### src/rtl/deb_defs.sv
// ============================================================================
//  Module      : deb_defs (package)
//  Description : Shared definitions for button debounce blocks: 2-bit FSM
//                state encodings and the default synchroniser depth and
//                stability window used by every button instance on the board.
//  Revision    : 1.0 - initial release
// ============================================================================
`default_nettype none

package deb_defs;

    // Debounce FSM state encodings (2-bit, legacy-compatible values)
    localparam logic [1:0] ST_IDLE_LO = 2'd0;
    localparam logic [1:0] ST_WAIT_HI = 2'd1;
    localparam logic [1:0] ST_IDLE_HI = 2'd2;
    localparam logic [1:0] ST_WAIT_LO = 2'd3;

    // Board-wide defaults for button conditioning
    localparam int DEB_SYNC_STAGES_DEF   = 2;
    localparam int DEB_STABLE_CYCLES_DEF = 50000;

endpackage : deb_defs

`default_nettype wire

### src/rtl/sync_ff_chain.sv
// ============================================================================
//  Module      : sync_ff_chain
//  Description : Multi-flop synchroniser for a single asynchronous input.
//                q is d delayed by exactly STAGES rising edges of CLK.
//  Ports       : CLK  - clock
//                rst  - synchronous active-high reset (clears every stage)
//                d    - asynchronous input
//                q    - synchronised output
//  Parameters  : STAGES - number of flops, 2..4
//  Revision    : 1.0 - initial release
// ============================================================================
`default_nettype none

module sync_ff_chain #(
    parameter int STAGES = 2
) (
    input  logic CLK,
    input  logic rst,
    input  logic d,
    output logic q
);

    logic [STAGES-1:0] chain_q;

    always_ff @(posedge CLK) begin
        if (rst) begin
            chain_q <= '0;
        end else begin
            chain_q <= {chain_q[STAGES-2:0], d};
        end
    end

    assign q = chain_q[STAGES-1];

endmodule : sync_ff_chain

`default_nettype wire

### src/rtl/debounce_toggle_gen.sv
// ============================================================================
//  Module      : debounce_toggle_gen
//  Description : Push-button conditioner. Synchronises a raw bouncing button,
//                qualifies every level change with a stability counter and
//                emits a one-cycle toggle-enable pulse T on each accepted
//                press, plus the debounced level.
//  Ports       : CLK       - board clock
//                rst       - synchronous active-high reset
//                btn_in    - raw asynchronous button level (active-high)
//                T         - one-cycle pulse per accepted press (registered)
//                btn_level - debounced button level (registered)
//                busy      - high while a level change is being qualified
//  Parameters  : SYNC_STAGES   - synchroniser depth, 2..4
//                STABLE_CYCLES - qualification window, >= 2
//  Build macro : DEB_RELEASE_PULSE_EN - when defined, an accepted release
//                also pulses T (hold-to-toggle downstream).
//  Revision    : 1.0 - initial release
// ============================================================================
`default_nettype none

module debounce_toggle_gen
    import deb_defs::*;
#(
    parameter int SYNC_STAGES   = DEB_SYNC_STAGES_DEF,
    parameter int STABLE_CYCLES = DEB_STABLE_CYCLES_DEF
) (
    input  logic CLK,
    input  logic rst,
    input  logic btn_in,
    output logic T,
    output logic btn_level,
    output logic busy
);

    localparam int CNT_W = $clog2(STABLE_CYCLES + 1);
    localparam logic [CNT_W-1:0] CNT_MAX = CNT_W'(STABLE_CYCLES - 1);
    localparam logic [CNT_W-1:0] CNT_ONE = CNT_W'(1);

`ifdef DEB_RELEASE_PULSE_EN
    localparam logic REL_PULSE = 1'b1;
`else
    localparam logic REL_PULSE = 1'b0;
`endif

    logic             sync_q;
    logic [1:0]       state_q, state_d;
    logic [CNT_W-1:0] cnt_q,   cnt_d;
    logic             level_q, level_d;
    logic             t_q,     t_d;
    logic             busy_q,  busy_d;

    sync_ff_chain #(
        .STAGES (SYNC_STAGES)
    ) u_sync (
        .CLK (CLK),
        .rst (rst),
        .d   (btn_in),
        .q   (sync_q)
    );

    // The IDLE state already counts the first differing sample (counter <= 1),
    // so acceptance happens on the STABLE_CYCLES-th consecutive differing sample.
    always_comb begin
        state_d = state_q;
        cnt_d   = cnt_q;
        level_d = level_q;
        t_d     = 1'b0;
        case (state_q)
            ST_IDLE_LO: begin
                if (sync_q) begin
                    state_d = ST_WAIT_HI;
                    cnt_d   = CNT_ONE;
                end else begin
                    cnt_d   = '0;
                end
            end
            ST_WAIT_HI: begin
                if (!sync_q) begin
                    state_d = ST_IDLE_LO;
                    cnt_d   = '0;
                end else if (cnt_q == CNT_MAX) begin
                    state_d = ST_IDLE_HI;
                    level_d = 1'b1;
                    t_d     = 1'b1;
                    cnt_d   = '0;
                end else begin
                    cnt_d   = cnt_q + CNT_ONE;
                end
            end
            ST_IDLE_HI: begin
                if (!sync_q) begin
                    state_d = ST_WAIT_LO;
                    cnt_d   = CNT_ONE;
                end else begin
                    cnt_d   = '0;
                end
            end
            ST_WAIT_LO: begin
                if (sync_q) begin
                    state_d = ST_IDLE_HI;
                    cnt_d   = '0;
                end else if (cnt_q == CNT_MAX) begin
                    state_d = ST_IDLE_LO;
                    level_d = 1'b0;
                    t_d     = REL_PULSE;
                    cnt_d   = '0;
                end else begin
                    cnt_d   = cnt_q + CNT_ONE;
                end
            end
            default: begin
                state_d = ST_IDLE_LO;
                cnt_d   = '0;
                level_d = 1'b0;
            end
        endcase
        // busy is registered alongside the state, so derive it from state_d
        busy_d = (state_d == ST_WAIT_HI) || (state_d == ST_WAIT_LO);
    end

    always_ff @(posedge CLK) begin
        if (rst) begin
            state_q <= ST_IDLE_LO;
            cnt_q   <= '0;
            level_q <= 1'b0;
            t_q     <= 1'b0;
            busy_q  <= 1'b0;
        end else begin
            state_q <= state_d;
            cnt_q   <= cnt_d;
            level_q <= level_d;
            t_q     <= t_d;
            busy_q  <= busy_d;
        end
    end

    assign T         = t_q;
    assign btn_level = level_q;
    assign busy      = busy_q;

endmodule : debounce_toggle_gen

`default_nettype wire

### config.mk
export PLATFORM = sky130hd
export DESIGN_NAME = debounce_toggle_gen
export DESIGN_NICKNAME = d
export VERILOG_FILES = /design/src/rtl/deb_defs.sv /design/src/rtl/sync_ff_chain.sv /design/src/rtl/debounce_toggle_gen.sv
export SDC_FILE = /design/constraint.sdc
export NUM_CORES = 1
export LEC_CHECK = 0
export ABC_AREA = 1
export CAP_MARGIN = 5
export CORE_ASPECT_RATIO = 1.5
export CORE_MARGIN = 4
export CORE_UTILIZATION = 50
export CTS_CLUSTER_DIAMETER = 150
export CTS_CLUSTER_SIZE = 25
export DETAILED_ROUTE_END_ITERATION = 16
export MAX_ROUTING_LAYER = met4
export PLACE_DENSITY_LB_ADDON = 0.3
export SETUP_SLACK_MARGIN = 0.05
export SYNTH_ARGS = -nofsm -noshare
export SYNTH_HDL_FRONTEND = slang
export SYNTH_SLANG_ARGS = --single-unit
export TNS_END_PERCENT = 30
### constraint.sdc
create_clock -name CLK -period 1.49 [get_ports CLK]
set_input_delay 0.298 -clock CLK [delete_from_list [all_inputs] [get_ports CLK]]
set_output_delay 0.298 -clock CLK [all_outputs]
set_load 0.02 [all_outputs]
==> impl_metrics.ini <==
[outcome]
status = completed

[routing]
antenna_left = 0
drt-met1-wl_um = 881
highest_layer = met4
drc_errors = 0
wl_met3_um = 51
post_drt_wl_per_cell_um = 10.5
dr_wl_met2_um = 1010
first_pass_iters = 4
vias_per_cell = 4.94
initialDrtViolationCount = 34
wirelength_um = 1970
num_vias = 929

[floorplanning]
start_util_pct = 52.4
die_w_um = 45.6
die_h_um = 64.5
pin_count = 6
rows = 20
die_area_um2 = 2940
core_um2 = 2030

[timing]
tns_ns = 0
slew_violations = 0
setup_viol_count_final = 0
finalHoldViolations = 0
max_freq_ghz = 0.759
rsz0062_at_grt = false
skew_ns = 0.00344
maxSlewHeadroom_pct = 83.6
finalCriticalPeriod_ns = 1.32
final.period_utilization_pct = 88.4
max_slew.worst_pin.slew_ns = 0.246

[run]
maxCapViolations = 0

[synth]
ys_types = 18
ys.flop_type = dfxtp_1
synthAdderAreaFrac_pct = 1.18
synth_edf_count = 0
avgSynthCellArea_um2 = 7.03
synthCells = 151
synthTopCellsByCount = nor2_1, nand2_1, dfxtp_1
synthMuxAreaShare_pct = 0
async_reset_ff_share_pct = 0
synthTopCellsByArea = dfxtp_1, nor2_1, nand2_1, inv_1, xor2_1
synth_top_family_by_area = simple AND/OR/NAND/NOR gates
synth_most_common_cell = nor2_1
syn_nets = 155
yosysSeqAreaShare_pct = 41.5
synthSimpleGateAreaFrac_pct = 39.1
synth_area_um2 = 1060
synth-xor-area-share_pct = 7.42
synth_compound_area_share_pct = 3.18
synth_top_cell_by_area = dfxtp_1
yosysWarningCount = 0
ys_ff_latch = 22
synth_top_area_share_pct = 41.5

[critical_path]
cp-end-kind = register
critPathMaxFanout = 10
cp_slowest_cell = dfxtp_2
slowest_delay_ns = 0.35
critPathLaunchType = register
cp.required_ns = 1.71
arrival_ns = 1.53
path_buf_inv = 1
crit_chain = ha_1 > nand3_1 > nor2_2 > a21oi_4 > inv_4 > nor2_1
crit_family = simple AND/OR/NAND/NOR gates
worstSetupPathType = reg -> reg

[cts]
cts_root_buf = clkbuf_4
clk_path_buf_depth = 2
cts_htree_levels = 1
cts_tree = built
clock_latency_ns = 0.30
cts_buffers = 3
cts.clk_slew.worst_paths_ns = 0.13
cts.sinks = 22
hold_buffers = 0

[placed_design]
dpl.hpwl_um = 1510
gp_congestion = 0.842
numPortBuffers = 5

[power]
power_density_nw_per_um2 = 780
ir_drop_mv = 0.728
p_leak_nw = 0.470
total_power_mw = 0.952

[grt]
grt_usage_pct = 16.3
grt_max_degree = 13
antenna_found_initial = 0
grt_pass1_wl_um = 3580
grt_pass1_vias = 898
grt_overflow = 0

[cells_and_area]
fin_util_pct = 60.2
drive_above_1_share_pct = 15.7
nets = 171
antenna_cells = 0
syn_to_final_growth_pct = 14.8

[hold_path]
hp-class = reg -> reg
==> cell families (layout without fill, tap and decap cells) <==
kind of cell | Yosys count | in the layout
xor+xnor | 9 | 9
flops | 22 | 22
fa+ha+maj | 1 | 1
compound gates | 4 | 4
simple gates | 94 | 94
buf+inv | 21 | 36
==> layout by cell type, fill, tap and decap left out <==
master and n:
nor2_4 1, nand3b_1 1, o21bai_1 1, clkbuf_4 3
nor2_2 6, xnor2_1 3, buf_4 6, clkdlybuf4s50_1 2
clkbuf_8 1, ha_1 1, nand2_1 33, dfxtp_1 20
inv_4 1, xor2_1 6, dfxtp_2 2, dlygate4sd2_1 3
a21oi_1 2, inv_1 20, a21oi_4 1, nand2_2 3
nand4_1 2, nor2_1 37, nand3_1 9, nand3_2 2
==> state kept, by name (all words and copies together) (netlist names) <==
| register | cells |
|---|---|
| state_q | 1 |
| busy | 1 |
| cnt_q | 16 |
| u_sync.chain_q | 2 |
| T | 1 |
| btn_level | 1 |
==> worst reg2reg max path, stage by stage (launching register included) <==
cell and delay (ns):
dfxtp_2 0.35, ha_1 0.17, nand3_1 0.13, nor2_2 0.26, a21oi_4 0.13, inv_4 0.13
nor2_1 0.06
==> timing repair <==
item                                    4_1_cts  5_1_grt
endpoints found under the setup margin        3        7
gates resized for setup                       3        2
buffers inserted                              0        0
==> worst paths after layout <==
check	start	endpoint	slack (ns)	depth (start not counted)
min reg2reg	u_sync.chain_q[0]$_SDFF_PP0_	u_sync.chain_q[1]$_SDFF_PP0_	0.42	2
min	u_sync.chain_q[0]$_SDFF_PP0_	u_sync.chain_q[1]$_SDFF_PP0_	0.42	2
max reg2reg	cnt_q[0]$_SDFF_PP0_	cnt_q[10]$_SDFF_PP0_	0.17	6
max	cnt_q[0]$_SDFF_PP0_	cnt_q[10]$_SDFF_PP0_	0.17	6
==> stage by stage <==
step | std cells | setup WS, ns | hold WS, ns | area (µm²)
detailed placement | 184 | 0.0720 | 0.406 | 1180
finish | 188 | 0.173 | 0.422 | 1220
global route | 188 | 0.0569 | 0.438 | 1220
CTS | 188 | 0.143 | 0.426 | 1220
floorplan | 151 | 0.198 | 0.369 | 1060
global placement | 184 | 0.102 | 0.396 | 1180
==> layer usage <==
layer,vias up,GRT usage [%]
met4,0,7.33
met5,-,-
met2,21,27.3
met3,2,1.67
li1,485,-
met1,421,18.9
==> report_power, final <==
| group | internal [mW] | leakage, nW | switching [mW] |
|---|---|---|---|
| clock | 0.149 | 0.0210 | 0.184 |
| combinational | 0.0132 | 0.270 | 0.0114 |
| sequential | 0.592 | 0.179 | 0.00168 |
| total | 0.754 | 0.470 | 0.197 |
==> cell type report <==
type | instances | area (µm²)
Fill cell | 192 | 807
Clock buffer | 4 | 36.3
Multi-Input combinational cell | 108 | 541
Sequential cell | 22 | 443
Tap cell | 22 | 27.5
Timing Repair Buffer | 11 | 91.3
Inverter | 21 | 81.3
Note: power is estimated with default switching activity, not from simulation.
